### config.mk
export PLATFORM = sky130hd
export DESIGN_NAME = shift_controller
export DESIGN_NICKNAME = d
export VERILOG_FILES = /design/src/rtl/shift_controller.sv
export SDC_FILE = /design/constraint.sdc
export NUM_CORES = 1
export LEC_CHECK = 0
export BUFFER_PORTS_ARGS = -buffer_cell sky130_fd_sc_hd__buf_4
export CAP_MARGIN = 20
export CORE_ASPECT_RATIO = 1.5
export CORE_MARGIN = 10
export CORE_UTILIZATION = 56
export CTS_BUF_LIST = sky130_fd_sc_hd__clkbuf_16
export CTS_CLUSTER_DIAMETER = 100
export DETAILED_ROUTE_END_ITERATION = 8
export GPL_TIMING_DRIVEN = 1
export PLACE_DENSITY = 0.84
export SYNTH_ARGS = -nofsm -noshare
export SYNTH_HDL_FRONTEND = slang
export SYNTH_SLANG_ARGS = --single-unit
export TNS_END_PERCENT = 30
### constraint.sdc
create_clock -name clk_i -period 2.74 [get_ports clk_i]
set_input_delay 0.411 -clock clk_i [delete_from_list [all_inputs] [get_ports clk_i]]
set_output_delay 0.411 -clock clk_i [all_outputs]
set_load 0.1 [all_outputs]
### src/rtl/shift_controller.sv
// Sequencing controller for the 8-bit barrel shifter: START/BUSY/DONE handshake, settle-timed
// sampling, ASR and two-pass ROR. Optional Z/C flags are enabled by SHIFT_CTRL_FLAGS_EN.
module shift_controller #(
  parameter int unsigned SETTLE_CYCLES = 1
) (
  input  logic       clk_i,
  input  logic       rst_ni,
  input  logic       start_i,
  input  logic [1:0] opcode_i,
  input  logic [7:0] operand_i,
  input  logic [7:0] amount_i,
  output logic       busy_o,
  output logic       done_o,
  output logic [7:0] result_o,
  output logic [7:0] sh_value_o,
  output logic [7:0] sh_offset_o,
  output logic       sh_shift_bit_o,
  output logic       sh_direction_o,
`ifdef SHIFT_CTRL_FLAGS_EN
  output logic       z_flag_o,
  output logic       c_flag_o,
`endif
  input  logic [7:0] sh_result_i
);

  localparam logic [1:0] OpLsl = 2'b00;
  localparam logic [1:0] OpAsr = 2'b10;
  localparam logic [1:0] OpRor = 2'b11;
  localparam logic [3:0] SettleLoad = 4'(SETTLE_CYCLES);

  typedef enum logic [1:0] {StIdle, StPass1, StPass2, StDone} state_e;

  state_e     state_q, state_d;
  logic [1:0] opcode_q, opcode_d;
  logic [7:0] operand_q, operand_d;
  logic [7:0] amount_q, amount_d;
  logic [3:0] cnt_q, cnt_d;
  logic [7:0] partial_q, partial_d;
  logic [7:0] result_q, result_d;
  logic       load_result;
  logic [2:0] ror_n;

  function automatic logic is_bypass(input logic [1:0] op, input logic [7:0] amt);
    return (amt == 8'd0) || ((op == OpRor) && (amt[2:0] == 3'd0));
  endfunction

  assign ror_n = amount_q[2:0];

  always_comb begin
    state_d        = state_q;
    opcode_d       = opcode_q;
    operand_d      = operand_q;
    amount_d       = amount_q;
    cnt_d          = cnt_q;
    partial_d      = partial_q;
    result_d       = result_q;
    load_result    = 1'b0;
    sh_value_o     = 8'd0;
    sh_offset_o    = 8'd0;
    sh_shift_bit_o = 1'b0;
    sh_direction_o = 1'b0;

    unique case (state_q)
      StIdle: begin
        if (start_i) begin
          opcode_d  = opcode_i;
          operand_d = operand_i;
          amount_d  = amount_i;
          if (is_bypass(opcode_i, amount_i)) begin
            result_d    = operand_i;
            load_result = 1'b1;
            state_d     = StDone;
          end else begin
            cnt_d   = SettleLoad;
            state_d = StPass1;
          end
        end
      end
      StPass1: begin
        // ROR pass 1 is a logical right shift by the low three amount bits
        sh_value_o     = operand_q;
        sh_direction_o = (opcode_q != OpLsl);
        sh_shift_bit_o = (opcode_q == OpAsr) & operand_q[7];
        sh_offset_o    = (opcode_q == OpRor) ? {5'd0, ror_n} : amount_q;
        if (cnt_q == 4'd1) begin
          if (opcode_q == OpRor) begin
            partial_d = sh_result_i;
            cnt_d     = SettleLoad;
            state_d   = StPass2;
          end else begin
            result_d    = sh_result_i;
            load_result = 1'b1;
            state_d     = StDone;
          end
        end else begin
          cnt_d = cnt_q - 4'd1;
        end
      end
      StPass2: begin
        sh_value_o  = operand_q;
        sh_offset_o = 8'd8 - {5'd0, ror_n};
        if (cnt_q == 4'd1) begin
          result_d    = partial_q | sh_result_i;
          load_result = 1'b1;
          state_d     = StDone;
        end else begin
          cnt_d = cnt_q - 4'd1;
        end
      end
      StDone: begin
        state_d = StIdle;
      end
      default: begin
        state_d = StIdle;
      end
    endcase
  end

  always_ff @(posedge clk_i or negedge rst_ni) begin
    if (!rst_ni) begin
      state_q   <= StIdle;
      opcode_q  <= 2'd0;
      operand_q <= 8'd0;
      amount_q  <= 8'd0;
      cnt_q     <= 4'd0;
      partial_q <= 8'd0;
      result_q  <= 8'd0;
    end else begin
      state_q   <= state_d;
      opcode_q  <= opcode_d;
      operand_q <= operand_d;
      amount_q  <= amount_d;
      cnt_q     <= cnt_d;
      partial_q <= partial_d;
      result_q  <= result_d;
    end
  end

  assign busy_o   = (state_q != StIdle);
  assign done_o   = (state_q == StDone);
  assign result_o = result_q;

`ifdef SHIFT_CTRL_FLAGS_EN
  logic       z_flag_q, c_flag_q;
  logic [1:0] fl_op;
  logic [7:0] fl_operand, fl_amount;

  function automatic logic calc_carry(input logic [1:0] op, input logic [7:0] a,
                                      input logic [7:0] amt, input logic [7:0] res);
    logic c;
    c = 1'b0;
    if (amt != 8'd0) begin
      unique case (op)
        2'b00:   c = (amt >= 8'd8) ? 1'b0 : a[3'(4'd8 - {1'b0, amt[2:0]})];
        2'b01:   c = (amt >= 8'd8) ? 1'b0 : a[amt[2:0] - 3'd1];
        2'b10:   c = (amt >= 8'd8) ? a[7] : a[amt[2:0] - 3'd1];
        default: c = res[7];
      endcase
    end
    return c;
  endfunction

  // A bypass op completes on the accept edge, before the operands are registered
  assign fl_op      = (state_q == StIdle) ? opcode_i  : opcode_q;
  assign fl_operand = (state_q == StIdle) ? operand_i : operand_q;
  assign fl_amount  = (state_q == StIdle) ? amount_i  : amount_q;

  always_ff @(posedge clk_i or negedge rst_ni) begin
    if (!rst_ni) begin
      z_flag_q <= 1'b0;
      c_flag_q <= 1'b0;
    end else if (load_result) begin
      z_flag_q <= (result_d == 8'd0);
      c_flag_q <= calc_carry(fl_op, fl_operand, fl_amount, result_d);
    end
  end

  assign z_flag_o = z_flag_q;
  assign c_flag_o = c_flag_q;
`endif

endmodule
==> results of run 1 <==
## flip-flops by register name, summed over array words and instances (netlist names)
signal     flops
amount_q       8
cnt_q          4
opcode_q       2
operand_q      8
partial_q      8
result_o       8
state_q        2
## cell usage in the layout (no fill, tap or decap), drive strengths merged, types with 8 or more instances in the layout
cell type,netlist,layout
buf,4,59
dfrtp,40,40
o21ai,22,22
mux2,21,21
a21oi,20,20
nand2,18,18
inv,15,15
nor2,15,15
and2,9,9
ha,8,8
## worst max-delay path, cell delays in order (launching register included)
cell,delay [ns]
dfrtp_1,0.42
inv_1,0.13
ha_1,0.52
nand2_1,0.14
nor3_1,0.17
a21oi_1,0.07
nor2_2,0.09
buf_4,0.30
## stage by stage
stage / setup slack (ns) / setup TNS [ns]
floorplan: -0.08219 / -0.1188
global placement: 0.5638 / 0
detailed placement: 0.5113 / 0
CTS: 0.2029 / 0
global route: 0.01414 / 0
finish: 0.1996 / 0
## metal layers
metal	GRT usage	up-vias	share of wire
li1	-	845	-
met1	0.1648	825	0.38
met2	0.3091	39	0.55
met3	0.04827	6	0.049
met4	0.06601	0	0.015
met5	0	-	0
## cell type report
| class | instances | share of cell area |
|---|---|---|
| inverters | 15 | 0.02062 |
| multi-input cells | 147 | 0.3694 |
| flip-flops and latches | 40 | 0.3666 |
| well taps | 43 | 0.01971 |
| repair buffers | 59 | 0.1622 |
| clock inverters | 3 | 0.01558 |
| clock buffers | 5 | 0.04583 |
## cell families (layout without fill, tap and decap cells)
logic type | after synthesis | after routing | synth area share
fa+ha+maj | 8 | 8 | 0.04771
buf+inv | 23 | 82 | 0.04591
simple gates | 64 | 64 | 0.1604
flops | 40 | 40 | 0.4770
mux | 22 | 22 | 0.1175
compound gates | 53 | 53 | 0.1515
## path summary, 6_finish.rpt
| path | slack (ns) | cells after the start | endpoint |
|---|---|---|---|
| setup / recovery | 0.20 | 7 | sh_offset_o[3] |
| hold reg to reg | 0.47 | 2 | operand_q[4]$_DFFE_PN0P_ |
| setup reg to reg | 0.56 | 6 | cnt_q[3]$_DFFE_PN0P_ |
| hold / removal | 0.09 | 1 | amount_q[3]$_DFFE_PN0P_ |
| min in group clk_i | 0.37 | 2 | partial_q[2]$_DFFE_PN0P_ |
| max in group asynchronous | 2.29 | 1 | cnt_q[0]$_DFFE_PN0P_ |
==> impl_metrics.tcl, run 1 <==
set metrics [dict create \
    status "complete, no violations" \
    syn_area_um2 2098 \
    vias 1715 \
    grt_pass1_wl_um 8838 \
    synth_cell_type_count 38 \
    yosys_warnings 0 \
    drt_iter0_markers 88 \
    critPathCaptureType "output pin" \
    grtUsageTotal 0.1642 \
    slew_headroom 0.4234 \
    synth_async_sr_flop_share 1.000 \
    ios 57 \
    start_util 0.5751 \
    dp_cells 304 \
    fin_util 0.7483 \
    grt_max_degree 41 \
    ctsHoldBuffers 0 \
    syn-num-nets 247 \
    routed_wl_um 5373 \
    first_global_vias 1847 \
    finalCritPeriodShare 0.9271 \
    crit_type "register to output pin" \
    clock_sinks 40 \
    first_pass_iters 4 \
    vias_per_cell 5.497 \
    antenna_found_initial 0 \
    hold_ws_ns 0.08796 \
    synthTopCellsByArea "dfrtp_1, mux2_2, a21oi_1" \
    ctsResizeCount 0 \
    drv_cap 0 \
    cts_tree "done" \
    setup_viol 0 \
    synth.most_common_cell "dfrtp_1" \
    arrival_ns 2.13 \
    yosysTopAreaCell "dfrtp_1" \
    syn_area_per_cell_um2 9.992 \
    fin_cells 312 \
    cts_root_buf "clkbuf_16" \
    post-route-min-period_ns 2.540 \
    hold_violations 0 \
    cts.clk_slew.worst_paths_ns 0.06 \
    ys.flop_type "dfrtp_1" \
    multi_input_area_um2 1008 \
    final_cell_area_um2 2730 \
    finalMaxSlewViolations 0 \
    die_height_um 94.97 \
    rsz0062_at_grt "no" \
    fmax_ghz 0.3936 \
    nets 305 \
    placed_area_um2 2562 \
    crit_start "state_q[0]$_DFFE_PN0P_" \
    cts_setup_buffers 0 \
    post_drt_wl_per_cell_um 17.22 \
    syn_inst 210 \
    clkLatencyLatePin_ns 0.29 \
    clock_skew_ns 0.006230 \
    dpl.hpwl_um 4065 \
    tightest_slew_ns 0.8629 \
    port-buffer-count 56 \
    n_antenna_cell 0 \
    synth_edf_count 0 \
    layout-drive-gt1-share 0.3680 \
    n_fill_cell 287 \
    yosys.area.top_type_share 0.4770 \
    required_ns 2.33 \
    cts_buffers 5 \
    dieWidth_um 69.98 \
    die_area_um2 6646 \
    gp_congestion 0.8511 \
    synth_common_cells "dfrtp_1, mux2_2, a21oi_1" \
    drc_errors 0 \
    min_path_type "input port to asynchronous set/reset pin" \
    worstPathMaxFanout 15 \
    antenna_violating_nets_post_route 0 \
    rows 27 \
    layout-area-overhead-vs-synth_pct 30.11 \
    ys_ff_latch 40 \
    overflow 0 \
    start_kind "register" \
    clock_path_buffers 2 \
    core-area_um2 3649 \
    htree_levels 2 \
    ys_seq_area_frac 0.4770 \
    timing.rr.start "state_q[0]$_DFFE_PN0P_" \
    regArea_um2 1001 \
]
Power of run 1 is left out: the tool's default activity adds up to more than one toggle a clock period on the data nets, which glitch-free logic cannot reach.
==> run 2: changes to the inputs <==
==> constraint.sdc (replaced) <==
create_clock -name clk_i -period 2.74 [get_ports clk_i]
set_input_delay 0.548 -clock clk_i [delete_from_list [all_inputs] [get_ports clk_i]]
set_output_delay 0.548 -clock clk_i [all_outputs]
set_load 0.1 [all_outputs]
==> run 2 against run 1 <==
Compared with the run above: first-iteration DRC count is 19% higher; setup slack gained 0.14 ns; cell area is 0.82% lower; count of clock-buffer cells in the layout unchanged; clock skew shrank 0.00095 ns; sequential cell count did not move; register-to-register slack improved by 0.12 ns; non-clock buffer count rose by 1.
==> impl_metrics.tcl, run 2 (same netlist as run 1, synthesis figures left out) <==
set metrics [dict create \
    status "complete, no violations" \
    ctsResizeCount 0 \
    slew_headroom 0.4095 \
    finalMaxSlewViolations 0 \
    n_fill_cell 257 \
    drc_errors 0 \
    crit_start "state_q[1]$_DFFE_PN0P_" \
    setup_viol 0 \
    cts.clk_slew.worst_paths_ns 0.06 \
    core-area_um2 3649 \
    die_area_um2 6646 \
    critical-path-max-stage-delay_ns 0.42 \
    crit_type "register to output pin" \
    layout-area-overhead-vs-synth_pct 29.04 \
    first_global_vias 1805 \
    worstPathMaxFanout 13 \
    rrSetupSlack_ns 0.68 \
    post-route-min-period_ns 2.397 \
    placed_area_um2 2570 \
    clkLatencyLatePin_ns 0.29 \
    overflow 0 \
    clock_sinks 40 \
    clock_path_buffers 2 \
    antenna_violating_nets_post_route 0 \
    grt_max_degree 41 \
    path_depth 5 \
    critPathCaptureType "output pin" \
    rows 27 \
    gp_congestion 0.8206 \
    nets 306 \
    reg2reg_depth 7 \
    finalCritPeriodShare 0.8749 \
    final_cell_area_um2 2708 \
    cts_buffers 5 \
    start_util 0.5751 \
    post_drt_wl_per_cell_um 16.63 \
    dpl.hpwl_um 3931 \
    antenna_found_initial 0 \
    cts_root_buf "clkbuf_16" \
    n_antenna_cell 0 \
    min_path_type "input port to asynchronous set/reset pin" \
    grtUsageTotal 0.1607 \
    rsz0062_at_grt "no" \
    cpLargestDelayFamily "buffers and inverters" \
    routed_wl_um 5190 \
    vias 1731 \
    arrival_ns 1.85 \
    port-buffer-count 56 \
    dieWidth_um 69.98 \
    htree_levels 2 \
    first_pass_iters 4 \
    critPathMostFrequentCell "inv_1" \
    die_height_um 94.97 \
    ctsHoldBuffers 0 \
    cts_setup_buffers 0 \
    r2r_end "cnt_q[2]$_DFFE_PN0P_" \
    fin_util 0.7421 \
    drv_cap 0 \
    crit_slowest_cell "dfrtp_1" \
    timing.rr.start "state_q[1]$_DFFE_PN0P_" \
    layout_commonest_cell "buf_4" \
    endpoint "sh_offset_o[0]" \
    layout-drive-gt1-share 0.3717 \
    tightest_slew_ns 0.8837 \
    crit_chain "inv_1, ha_1, inv_1, nor3_2, buf_4" \
    cp_num_buf_inv 3 \
    clock_skew_ns 0.005276 \
    drt_iter0_markers 105 \
    grt_pass1_wl_um 8687 \
    vias_per_cell 5.548 \
    fmax_ghz 0.4171 \
    fin_setup_tns_ns 0 \
    start_kind "register" \
    hold_violations 0 \
    ios 57 \
    required_ns 2.19 \
    cts_tree "done" \
    final_cell_mix "buf_4, dfrtp_1, mux2_2, a21oi_1, nand2_1" \
]
-- run 2: cell types whose count changed in the layout (fill, tap and decap cells not counted) --
cell / change
buf_4: +1
clkinv_2: +1
clkinvlp_4: +1
bufinv_16: -1
clkinv_4: -1
clkinv_1: -1
-- run 2: worst min path at each step --
stage                               endpoint  slack [ns]  cells past startpoint
finish               amount_q[7]$_DFFE_PN0P_        0.24                      1
global route         amount_q[2]$_DFFE_PN0P_        0.27                      1
CTS                  amount_q[6]$_DFFE_PN0P_        0.25                      1
detailed placement  operand_q[2]$_DFFE_PN0P_        0.46                      2
global placement    operand_q[4]$_DFFE_PN0P_        0.45                      2
floorplan            amount_q[0]$_DFFE_PN0P_        0.25                      0
-- run 2: per-stage QoR --
step                hold slack [ns]  worst slack [ns]  std cells
floorplan                    0.2524           -0.2192        210
global placement             0.4532            0.6871        305
detailed placement           0.4629            0.6592        305
CTS                          0.2548            0.3297        312
global route                 0.2687            0.1645        312
finish                       0.2378            0.3427        312
-- run 2: routing by layer --
layer | wire length [um] | vias up | track usage
met5 | 0 | - | 0
met4 | 72 | 0 | 0.06271
met2 | 2939 | 44 | 0.2924
met1 | 1902 | 842 | 0.1692
li1 | - | 839 | -
met3 | 275 | 6 | 0.04932
-- run 2: cell type report --
cell class              instances  area (um2)  share of cell area
clock inverters                 2       12.51            0.004621
inverters                      15       56.30             0.02079
clock buffers                   5       125.1             0.04621
flip-flops and latches         40        1001              0.3697
well taps                      43       53.80             0.01987
repair buffers                 60       450.4              0.1664
multi-input cells             147        1008              0.3725
-- run 2: worst reg2reg max path: cells and delay by family, from the launching register on --
family	cells	cell delay, ns
compound gates	2	0.34
flops	1	0.42
simple gates	2	0.61
fa+ha+maj	1	0.30
buf+inv	2	0.31
Power of run 2 is left out for the same reason.
==> run 3: changes to the inputs <==
--- a/config.mk
+++ b/config.mk
@@ -14,7 +14,7 @@
 export CTS_CLUSTER_DIAMETER = 100
 export DETAILED_ROUTE_END_ITERATION = 8
 export GPL_TIMING_DRIVEN = 1
-export PLACE_DENSITY = 0.84
+export PLACE_DENSITY_LB_ADDON = 0.2
 export SYNTH_ARGS = -nofsm -noshare
 export SYNTH_HDL_FRONTEND = slang
 export SYNTH_SLANG_ARGS = --single-unit
==> run 3 against run 2 <==
Compared with the run above: sequential share of layout area decreased by 0.085 points; sequential cell count is the same; maximum frequency down 5.6%; non-clock buffer count rose by 1; critical endpoint unchanged; largest cell class unchanged.
==> impl_metrics.tcl, run 3 (same netlist as run 1, synthesis figures left out) <==
set metrics [dict create \
    htree_levels 2 \
    fin_setup_tns_ns 0 \
    start_util 0.5751 \
    status "complete, no violations" \
    tightest_slew_ns 0.7090 \
    finalCritPeriodShare 0.9265 \
    min_path_type "input port to asynchronous set/reset pin" \
    cts_buffers 5 \
    use_met3 0.05456 \
    post-place-ws_ns 0.3978 \
    drt_iter0_markers 66 \
    gp_congestion 0.7651 \
    post-route-min-period_ns 2.539 \
    start_kind "register" \
    cts_setup_buffers 0 \
    cts.clk_slew.worst_paths_ns 0.06 \
    clock_path_buffers 2 \
    layout-drive-gt1-share 0.3741 \
    antenna_violating_nets_post_route 0 \
    finalMaxSlewViolations 0 \
    r2r_end "cnt_q[2]$_DFFE_PN0P_" \
    first_pass_iters 4 \
    grtUsageTotal 0.1577 \
    grt-busiest-layer "met2" \
    timing.rr.start "state_q[1]$_DFFE_PN0P_" \
    n_antenna_cell 0 \
    rsz0062_at_grt "no" \
    rrSetupSlack_ns 0.51 \
    dpl.hpwl_um 4022 \
    ctsHoldBuffers 0 \
    ios 57 \
    grt_pass1_wl_um 8604 \
    antenna_found_initial 0 \
    overflow 0 \
    post_drt_wl_per_cell_um 16.81 \
    crit_chain "inv_1, ha_1, inv_1, nor3_2, buf_4" \
    cp_num_buf_inv 3 \
    nets 307 \
    setup_viol 0 \
    setup_ws_ns 0.2014 \
    clock_skew_ns 0.003762 \
    clock_sinks 40 \
    worstPathMaxFanout 10 \
    cpLargestDelayFamily "buffers and inverters" \
    vias 1730 \
    cts_root_buf "clkbuf_16" \
    clkLatencyLatePin_ns 0.28 \
    drv_cap 0 \
    rows 27 \
    critPathCaptureType "output pin" \
    use_met1 0.1661 \
    critPathMostFrequentCell "inv_1" \
    critical-path-max-stage-delay_ns 0.47 \
    required_ns 2.19 \
    core-area_um2 3649 \
    routed_wl_um 5260 \
    reg2reg_depth 7 \
    port-buffer-count 56 \
    layout_commonest_cell "buf_4" \
    arrival_ns 1.99 \
    cts_tree "done" \
    hold_violations 0 \
    dieWidth_um 69.98 \
    n_fill_cell 271 \
    crit_slowest_cell "ha_1" \
    hold_ws_ns 0.2372 \
    fin_util 0.7438 \
    die_height_um 94.97 \
    die_area_um2 6646 \
    drc_errors 0 \
    grt_max_degree 41 \
    crit_type "register to output pin" \
    layout-area-overhead-vs-synth_pct 29.34 \
    vias_per_cell 5.527 \
    fmax_ghz 0.3939 \
    final_cell_mix "buf_4, dfrtp_1, mux2_2, a21oi_1" \
    use_met2 0.2826 \
    slew_headroom 0.5273 \
    first_global_vias 1835 \
]
-- run 3: repair_timing --
action,CTS,global route
endpoints found under the setup margin,0,2
hold endpoints to repair,0,0
resized for setup,0,1
-- run 3: final cells by class --
class | count | area (um2) | area share
multi-input combinational | 147 | 1011 | 0.3725
timing repair buffer | 61 | 457.9 | 0.1687
clock buffer | 5 | 125.1 | 0.04610
sequential | 40 | 1001 | 0.3688
tap | 43 | 53.80 | 0.01982
clock inverter | 2 | 8.758 | 0.003227
inverter | 15 | 56.30 | 0.02075
-- run 3: metrics by stage --
stage | cell area (um2) | std cells
2_1_floorplan | 2106 | 210
4_1_cts | 2711 | 313
3_5_place_dp | 2577 | 306
3_3_place_gp | 2577 | 306
5_1_grt | 2714 | 313
6_report | 2714 | 313
-- run 3: worst max-delay path by stage --
stage / startpoint / endpoint / slack (ns) / depth (start not counted)
global route: state_q[1]$_DFFE_PN0P_ / sh_offset_o[0] / 0.12 / 5
CTS: state_q[0]$_DFFE_PN0P_ / sh_offset_o[3] / 0.09 / 7
floorplan: state_q[0]$_DFFE_PN0P_ / sh_offset_o[1] / -0.22 / 5
detailed placement: state_q[0]$_DFFE_PN0P_ / sh_offset_o[3] / 0.40 / 7
finish: state_q[1]$_DFFE_PN0P_ / sh_offset_o[0] / 0.20 / 5
global placement: state_q[0]$_DFFE_PN0P_ / sh_offset_o[3] / 0.45 / 7
-- run 3: layer usage --
metal	up-vias	part of all wire
met5	-	0
li1	844	-
met1	825	0.40
met4	0	0.016
met3	9	0.059
met2	52	0.52
Power of run 3 is left out for the same reason.
